===== src/rtl/uart_tx_pkg.sv =====
// Shared types and constants for the UART transmit drain path.
// The PARITY state encoding is always reserved; it is only reachable with UART_TX_PARITY_EN.
package uart_tx_pkg;

  localparam int DATA_WIDTH_DEF   = 8;
  localparam int FRAME_BITS_NOPAR = 10;
  localparam int FRAME_BITS_PAR   = 11;

  typedef enum logic [2:0] {
    ST_IDLE   = 3'd0,
    ST_FETCH  = 3'd1,
    ST_WAIT1  = 3'd2,
    ST_WAIT2  = 3'd3,
    ST_START  = 3'd4,
    ST_DATA   = 3'd5,
    ST_PARITY = 3'd6,
    ST_STOP   = 3'd7
  } state_e;

endpackage


===== src/rtl/uart_tx_bit_timer.sv =====
// Bit-period counter: counts 0..CLKS_PER_BIT-1 while run_i is high and
// pulses bit_tick_o in the last cycle of each serial bit.
module uart_tx_bit_timer #(
  parameter int CLKS_PER_BIT = 16,
  parameter int CNT_W        = 16
) (
  input  logic clk_i,
  input  logic rst_ni,
  input  logic restart_i,
  input  logic run_i,
  output logic bit_tick_o
);

  localparam logic [CNT_W-1:0] LAST = CNT_W'(CLKS_PER_BIT - 1);

  logic [CNT_W-1:0] cnt_q, cnt_d;

  assign bit_tick_o = run_i && !restart_i && (cnt_q == LAST);

  always_comb begin
    cnt_d = cnt_q;
    if (restart_i) begin
      cnt_d = '0;
    end else if (run_i) begin
      cnt_d = (cnt_q == LAST) ? '0 : cnt_q + CNT_W'(1);
    end
  end

  always_ff @(posedge clk_i or negedge rst_ni) begin
    if (!rst_ni) begin
      cnt_q <= '0;
    end else begin
      cnt_q <= cnt_d;
    end
  end

endmodule


===== src/rtl/uart_tx_fifo_drain.sv =====
// Pops bytes from the TX FIFO (active-low RDB, two-cycle read latency) and serialises them.
// Define UART_TX_PARITY_EN to add the PARITY_ODD port and a parity bit after the data bits.
module uart_tx_fifo_drain
  import uart_tx_pkg::*;
#(
  parameter int DATA_WIDTH   = DATA_WIDTH_DEF,
  parameter int CLKS_PER_BIT = 16,
  parameter int CNT_W        = 16
) (
  input  logic                  CLK,
  input  logic                  RESET,
  input  logic                  TXEN,
  input  logic [DATA_WIDTH-1:0] FIFO_DATA,
  input  logic                  FIFO_EMPTY,
  output logic                  RDB,
  output logic                  TX,
  output logic                  TX_BUSY,
  output logic                  TX_DONE
`ifdef UART_TX_PARITY_EN
  ,
  input  logic                  PARITY_ODD
`endif
);

  localparam int IDX_W = (DATA_WIDTH > 1) ? $clog2(DATA_WIDTH) : 1;
  localparam logic [IDX_W-1:0] LAST_IDX = IDX_W'(DATA_WIDTH - 1);

  state_e                state_q, state_d;
  logic [DATA_WIDTH-1:0] shift_q, shift_d;
  logic [IDX_W-1:0]      idx_q, idx_d;
  logic                  rdb_q, rdb_d;
  logic                  tx_q, tx_d;
  logic                  bit_tick;
  logic                  fetch_ok;
  logic                  timer_run;
`ifdef UART_TX_PARITY_EN
  logic                  par_q, par_d;
`endif

  // FIFO_EMPTY only matters where this is consulted: IDLE and the end of STOP.
  assign fetch_ok  = TXEN && !FIFO_EMPTY;
  assign timer_run = (state_q == ST_START) || (state_q == ST_DATA) ||
                     (state_q == ST_PARITY) || (state_q == ST_STOP);

  uart_tx_bit_timer #(
    .CLKS_PER_BIT(CLKS_PER_BIT),
    .CNT_W       (CNT_W)
  ) u_bit_timer (
    .clk_i     (CLK),
    .rst_ni    (RESET),
    .restart_i (state_q == ST_WAIT2),
    .run_i     (timer_run),
    .bit_tick_o(bit_tick)
  );

  always_ff @(posedge CLK or negedge RESET) begin
    if (!RESET) begin
      state_q <= ST_IDLE;
      shift_q <= '0;
      idx_q   <= '0;
      rdb_q   <= 1'b1;
      tx_q    <= 1'b1;
`ifdef UART_TX_PARITY_EN
      par_q   <= 1'b0;
`endif
    end else begin
      state_q <= state_d;
      shift_q <= shift_d;
      idx_q   <= idx_d;
      rdb_q   <= rdb_d;
      tx_q    <= tx_d;
`ifdef UART_TX_PARITY_EN
      par_q   <= par_d;
`endif
    end
  end

  always_comb begin
    state_d = state_q;
    shift_d = shift_q;
    idx_d   = idx_q;
`ifdef UART_TX_PARITY_EN
    par_d   = par_q;
`endif
    case (state_q)
      ST_IDLE:  if (fetch_ok) state_d = ST_FETCH;
      ST_FETCH: state_d = ST_WAIT1;
      ST_WAIT1: state_d = ST_WAIT2;
      // Read data is valid now, two cycles after the strobe.
      ST_WAIT2: begin
        state_d = ST_START;
        shift_d = FIFO_DATA;
        idx_d   = '0;
`ifdef UART_TX_PARITY_EN
        par_d   = (^FIFO_DATA) ^ PARITY_ODD;
`endif
      end
      ST_START: if (bit_tick) state_d = ST_DATA;
      ST_DATA: begin
        if (bit_tick) begin
          shift_d = shift_q >> 1;
          if (idx_q == LAST_IDX) begin
`ifdef UART_TX_PARITY_EN
            state_d = ST_PARITY;
`else
            state_d = ST_STOP;
`endif
          end else begin
            idx_d = idx_q + IDX_W'(1);
          end
        end
      end
`ifdef UART_TX_PARITY_EN
      ST_PARITY: if (bit_tick) state_d = ST_STOP;
`endif
      ST_STOP:  if (bit_tick) state_d = fetch_ok ? ST_FETCH : ST_IDLE;
      default:  state_d = ST_IDLE;
    endcase
  end

  // RDB and TX are registered, so they are derived from the upcoming state.
  always_comb begin
    rdb_d = (state_d != ST_FETCH);
    case (state_d)
      ST_START:  tx_d = 1'b0;
      ST_DATA:   tx_d = shift_d[0];
`ifdef UART_TX_PARITY_EN
      ST_PARITY: tx_d = par_d;
`endif
      default:   tx_d = 1'b1;
    endcase
    TX_BUSY = (state_q != ST_IDLE);
    TX_DONE = (state_q == ST_STOP) && bit_tick;
  end

  assign RDB = rdb_q;
  assign TX  = tx_q;

endmodule


===== config.mk =====
export PLATFORM = sky130hd
export DESIGN_NAME = uart_tx_fifo_drain
export DESIGN_NICKNAME = d
export VERILOG_FILES = /design/src/rtl/uart_tx_pkg.sv /design/src/rtl/uart_tx_bit_timer.sv /design/src/rtl/uart_tx_fifo_drain.sv
export SDC_FILE = /design/constraint.sdc
export NUM_CORES = 1
export LEC_CHECK = 0
export CORE_UTILIZATION = 55
export DETAILED_ROUTE_END_ITERATION = 10
export PLACE_DENSITY_LB_ADDON = 0.2
export SETUP_SLACK_MARGIN = 0.3
export SKIP_LAST_GASP = 1
export SYNTH_ARGS = -nofsm -noshare
export SYNTH_HDL_FRONTEND = slang
export SYNTH_SLANG_ARGS = --single-unit

===== constraint.sdc =====
create_clock -name CLK -period 3.15 [get_ports CLK]
set_input_delay 0.4725 -clock CLK [delete_from_list [all_inputs] [get_ports CLK]]
set_output_delay 0.4725 -clock CLK [all_outputs]
set_load 0.01 [all_outputs]

Yosys cells after proc, flatten, opt, wreduce, memory -nomap -nowiden
Index checks and enable logic that the tools add are counted.
{ "totals": {"register_bits": 32, "inputBits": 12, "output_inout_bits": 4, "elab_cells": 54} }
{ "classes": {"n_addsub": 2, "n_eq_ne": 14, "n_mux": 16, "reduce_logical": 15} }
{ "op_table": {"columns": ["op", "count"], "rows": [
  ["$mux W16", 3],
  ["$eq A3 B3 Y1 const B", 7],
  ["$mux W3", 7],
  ["$pmux W3 S7", 1],
  ["$add A16 B1 Y16 const B", 1],
  ["$eq A16 B4 Y1 const B", 1],
  ["$pmux W8 S2", 1],
  ["$mux W8", 1],
  ["$eq A3 B2 Y1 const B", 2],
  ["$pmux W3 S2", 1],
  ["$logic_and A1 B1 Y1", 4],
  ["$ne A2 B2 Y1 const B", 2],
  ["$reduce_bool A2 Y1", 2],
  ["$add A3 B1 Y3 const B", 1],
  ["$eq A3 B1 Y1 const B", 1],
  ["$logic_not A3 Y1", 1],
  ["$logic_or A1 B1 Y1", 3],
  ["$ne A3 B1 Y1 const B", 1],
  ["$reduce_and A3 Y1", 1],
  ["$reduce_bool A3 Y1", 1],
  ["$logic_not A1 Y1", 2],
  ["$pmux W1 S2", 1],
  ["$reduce_and A2 Y1", 1],
  ["$mux W1", 1]
]} }

Depth between registers and ports, before layout
{ "depth": {"word_depth": 10, "ltp_mapped": 8, "depth_no_buf": 7} }

Hierarchy
Synthesis repeated with hierarchy kept, for this count alone.
{ "unflattened": {"hier_cells": 190, "hier_area_um2": 1871.8} }
{ "by_module_without_submodules": {"columns": ["mod", "n_inst", "cells_per_inst", "area_each_um2", "seq_area_each_um2"], "rows": [
  ["uart_tx_bit_timer", 1, 108, 1018.5, 400.4],
  ["uart_tx_fifo_drain", 1, 82, 853.3, 402.9]
]} }

Least setup slack after synthesis
Ideal clock, no wire load.
{ "synth_path": {"path_type": "flip-flop to flip-flop", "from": "reg u_bit_timer.cnt_q[0]", "to": "reg idx_q[0]", "setup_ns": 0.125, "arrival_ns": 1.840, "required_time_ns": 3.025, "slack_ns": 1.185, "path_stages_with_launch": 9, "path_buffers": 2, "synth_period_minus_slack_ns": 1.965, "cell_sequence": "dfrtp_1 ha_1 and3_1 and4_1 buf_6 and2_4 buf_8 and2b_4 mux2_4"} }
{ "synth_via": {"elab_chain_len": 4} }
{ "synth_lines": {"columns": ["element", "line", "source"], "rows": [
  ["from (decl)", "uart_tx_bit_timer.sv:16", "logic [CNT_W-1:0] cnt_q, cnt_d;"],
  ["from (signal assigned)", "uart_tx_bit_timer.sv:33", "cnt_q <= cnt_d;"],
  ["$eq A16 B4 Y1", "uart_tx_bit_timer.sv:18", "assign bit_tick_o = run_i && !restart_i && (cnt_q == LAST);"],
  ["$logic_and A1 B1 Y1", "uart_tx_bit_timer.sv:18", null],
  ["$ne A2 B2 Y1 (no source line)", null, null],
  ["$reduce_and A3 Y1 (no source line)", null, null],
  ["to (signal assigned)", "uart_tx_fifo_drain.sv:69", "idx_q <= idx_d;"],
  ["to (decl)", "uart_tx_fifo_drain.sv:30", "logic [IDX_W-1:0] idx_q, idx_d;"]
]} }
Every way passes these cells.
A chain may end at the register's enable or synchronous reset.

Worst setup path in the final report
{ "layout_path": {"from": "reg u_bit_timer.cnt_q[0]", "to": "out TX_DONE"} }
{ "layout_via": {"elab_chain_len": 3} }
{ "layout_lines": {"columns": ["element", "line", "source"], "rows": [
  ["$eq A16 B4 Y1", "uart_tx_bit_timer.sv:18", null],
  ["$logic_and A1 B1 Y1", "uart_tx_bit_timer.sv:18", null],
  ["$logic_and A1 B1 Y1", "uart_tx_fifo_drain.sv:133", "TX_DONE = (state_q == ST_STOP) && bit_tick;"],
  ["to (decl)", "uart_tx_fifo_drain.sv:18", "output logic TX_DONE"]
]} }
Every way passes these cells.

==> flow_metrics.py <==
metrics = {
    "cts": {
        "cts_tree": "built",
        "cts_buffer_depth": 2,
        "cts_made_buffers": 5,
        "cts_root_buffer": "clkbuf_4",
        "h-tree-depth": 2,
        "clk_pin_slew_ns": 0.11,
        "cts_sinks": 32,
        "clkLatencyLatePin_ns": 0.35,
    },
    "sta": {
        "fin_ws_ns": 0.443,
        "fin_crit_sh_pct": 86.0,
        "hold_viol_final": 0,
        "fmax_ghz": 0.369,
        "hold_ws_ns": 0.485,
        "slew_headroom_pct": 24.9,
        "clock_skew_ns": 0.0152,
        "setup-tns-final_ns": 0,
        "rsz0062_at_grt": "no",
        "setup_viol": 0,
        "post-route-min-period_ns": 2.71,
        "drv_slew": 0,
        "tightestPinTransition_ns": 1.13,
    },
    "yosys": {
        "synth_flop_cell": "dfrtp_1",
        "synth_nets": 194,
        "ys_warn_count": 0,
        "ys_seq_area_share_pct": 45.6,
        "synthArstFlopShare_pct": 100,
        "synth_cell_type_count": 45,
        "synthesis.area_mm2": 0.00176,
        "synth-edff-count": 0,
        "ys_ff_latch": 32,
        "syn-mean-instance-area_um2": 9.85,
        "synthCells": 179,
    },
    "grt": {
        "globalRouteOverflowTotal": 0,
        "grt_pass1_wl_um": 5530,
        "grt.total_usage_pct": 21.9,
        "grt_pass1_vias": 1251,
        "antenna_found_initial": 0,
        "grt_max_degree": 33,
    },
    "detailed_routing": {
        "wirelength_um": 3360,
        "drcViolationCount": 0,
        "firstDrtPassIters": 6,
        "viasPerCell": 5.82,
        "drt.antenna.violating_nets": 0,
        "drt_iter0_markers": 34,
        "wl_per_cell_um": 14.1,
        "via_count": 1386,
    },
    "critical_path": {
        "crit_type": "reg -> out",
        "max_stage_delay_ns": 0.54,
        "cp-start-kind": "flip-flop",
        "end_kind": "output port",
        "cp_num_buf_inv": 1,
        "slowest_stage": "clkdlybuf4s50_1",
        "arrival_ns": 2.23,
        "worst_path_dominant_cell_family": "simple AND/OR/NAND/NOR gates",
        "critical_path.max_fanout": 7,
        "path_cells": "ha_1 > and3_2 > and4_4 > nand2_1 > nor2_1 > clkdlybuf4s50_1",
        "worstPathRequired_ns": 2.68,
    },
    "cells_and_area": {
        "layout_commonest_cell": "dfrtp_1",
        "fin_util_pct": 65.0,
        "syn_to_final_growth_pct": 12.6,
        "nNetsFinal": 208,
        "mostFrequentLayoutCells": "dfrtp_1 (30), nand2_1 (25), o21ai_0 (22), clkdlybuf4s50_1 (15), nand3_1 (8)",
        "antenna_cells": 0,
        "drive_gt1_share_pct": 12.9,
        "n_fill_cell": 268,
    },
    "placement": {
        "dp_hpwl_um": 2310,
        "pre_cts_ws_ns": 0.661,
        "gp_congestion": 0.760,
        "port_buffers": 15,
    },
    "power_and_ir_drop": {
        "power_leakage_nw": 0.846,
        "power_w": 0.00140,
        "ir_drop_uv": 547,
        "p_per_area_mw_per_mm2": 706,
    },
    "floorplan": {
        "top_level_ports": 16,
        "fp.dieH_um": 58.6,
        "initial_core_util_pct": 57.7,
        "std_cell_rows": 20,
        "die_w_um": 58.6,
        "core_mm2": 0.00305,
        "dieArea_mm2": 0.00344,
    },
    "job": {
        "cap_violations": 0,
    },
    "run_status": {
        "outcome": "completed",
    },
    "min_path": {
        "hp-class": "reg -> reg",
    },
}
## synthesized netlist by cell type, drive strengths merged, types with 2 or more instances
library cell | count | area share, %
a21oi | 6 | 2.3
a22o | 4 | 2.0
a22oi | 6 | 2.6
a31oi | 5 | 1.8
and2 | 5 | 1.9
and3 | 3 | 1.1
and4 | 2 | 0.99
buf | 6 | 3.0
clkbuf | 3 | 0.64
dfrtp | 30 | 43
dfstp | 2 | 3.0
ha | 3 | 2.1
inv | 6 | 1.3
nand2 | 25 | 5.3
nand2b | 3 | 1.1
nand3 | 8 | 2.3
nand4 | 3 | 1.1
nor2 | 7 | 1.5
nor3 | 3 | 1.1
nor3b | 2 | 0.85
nor4 | 4 | 4.3
o21ai | 22 | 6.2
o31ai | 6 | 2.6
## worst register-to-register path: stages (launching register included)
cell and delay (ns):
dfrtp_1 0.55, inv_1 0.17, nor3b_1 0.55, a21oi_4 0.19
a21o_1 0.23, mux2_4 0.26
## cell type report
cell class	count	area, um2	area share (%)
Timing Repair Buffer	16	158	7.94
Sequential cell	32	803	40.5
Multi-Input combinational cell	132	877	44.2
Tap cell	44	55.1	2.77
Clock buffer	8	68.8	3.47
Inverter	6	22.5	1.13
## report_power, final
group	internal, W	switching, W
Clock	0.000131	0.000140
Sequential	0.000530	0.000112
Combinational	0.000210	0.000277
## metrics by stage
stage / instance area, um2 / cells
final: 1980 / 238
after global routing: 1980 / 238
after CTS: 1980 / 238
after detailed placement: 1910 / 230
after global placement: 1910 / 230
after floorplan: 1760 / 179
## state kept, by name, indices dropped and copies added, names as in the netlist
signal	flops
u_bit_timer.cnt_q	16
shift_q	8
idx_q	3
state_q	3
RDB	1
TX	1
## timing repair
item                                    in CTS  in global routing
endpoints found under the setup margin       1                  1
setup buffers                                0                  0
hold buffers                                 0                  0
hold endpoints to repair                     0                  0
gates resized for setup                      1                  2
## worst paths after layout
| kind | end | cells past startpoint | slack [ns] | start |
|---|---|---|---|---|
| worst max register to register | idx_q[0]$_DFFE_PN0P_ | 5 | 1.08 | state_q[2]$_DFF_PN0_ |
| worst min-delay path | shift_q[5]$_DFFE_PN0P_ | 2 | 0.48 | shift_q[5]$_DFFE_PN0P_ |
| worst min register to register | shift_q[5]$_DFFE_PN0P_ | 2 | 0.48 | shift_q[5]$_DFFE_PN0P_ |
| min in group asynchronous | idx_q[1]$_DFFE_PN0P_ | 2 | 0.51 | RESET |
| max in group asynchronous | TX$_DFF_PN1_ | 2 | 2.30 | RESET |
| worst max-delay path | TX_DONE | 6 | 0.44 | u_bit_timer.cnt_q[0]$_DFFE_PN0P_ |
## layer usage
layer,share of wire (%),track usage [%],vias up
li1,-,-,684
met1,46,28.6,668
met2,47,32.7,27
met3,4.3,5.49,7
met4,2.2,13.3,0
met5,0,0,-
## logic make-up after synthesis
| kind of cell | Yosys count | share of synthesized area, % |
|---|---|---|
| AOI/OAI and AO/OA | 56 | 21.9 |
| buffers and inverters | 15 | 4.90 |
| adders and majority gates | 3 | 2.13 |
| xor gates and xnor gates | 2 | 0.994 |
| and+or+nand+nor | 69 | 23.1 |
| DFF | 32 | 45.6 |
| muxes | 2 | 1.42 |
Note: power is estimated with default switching activity, not from simulation.
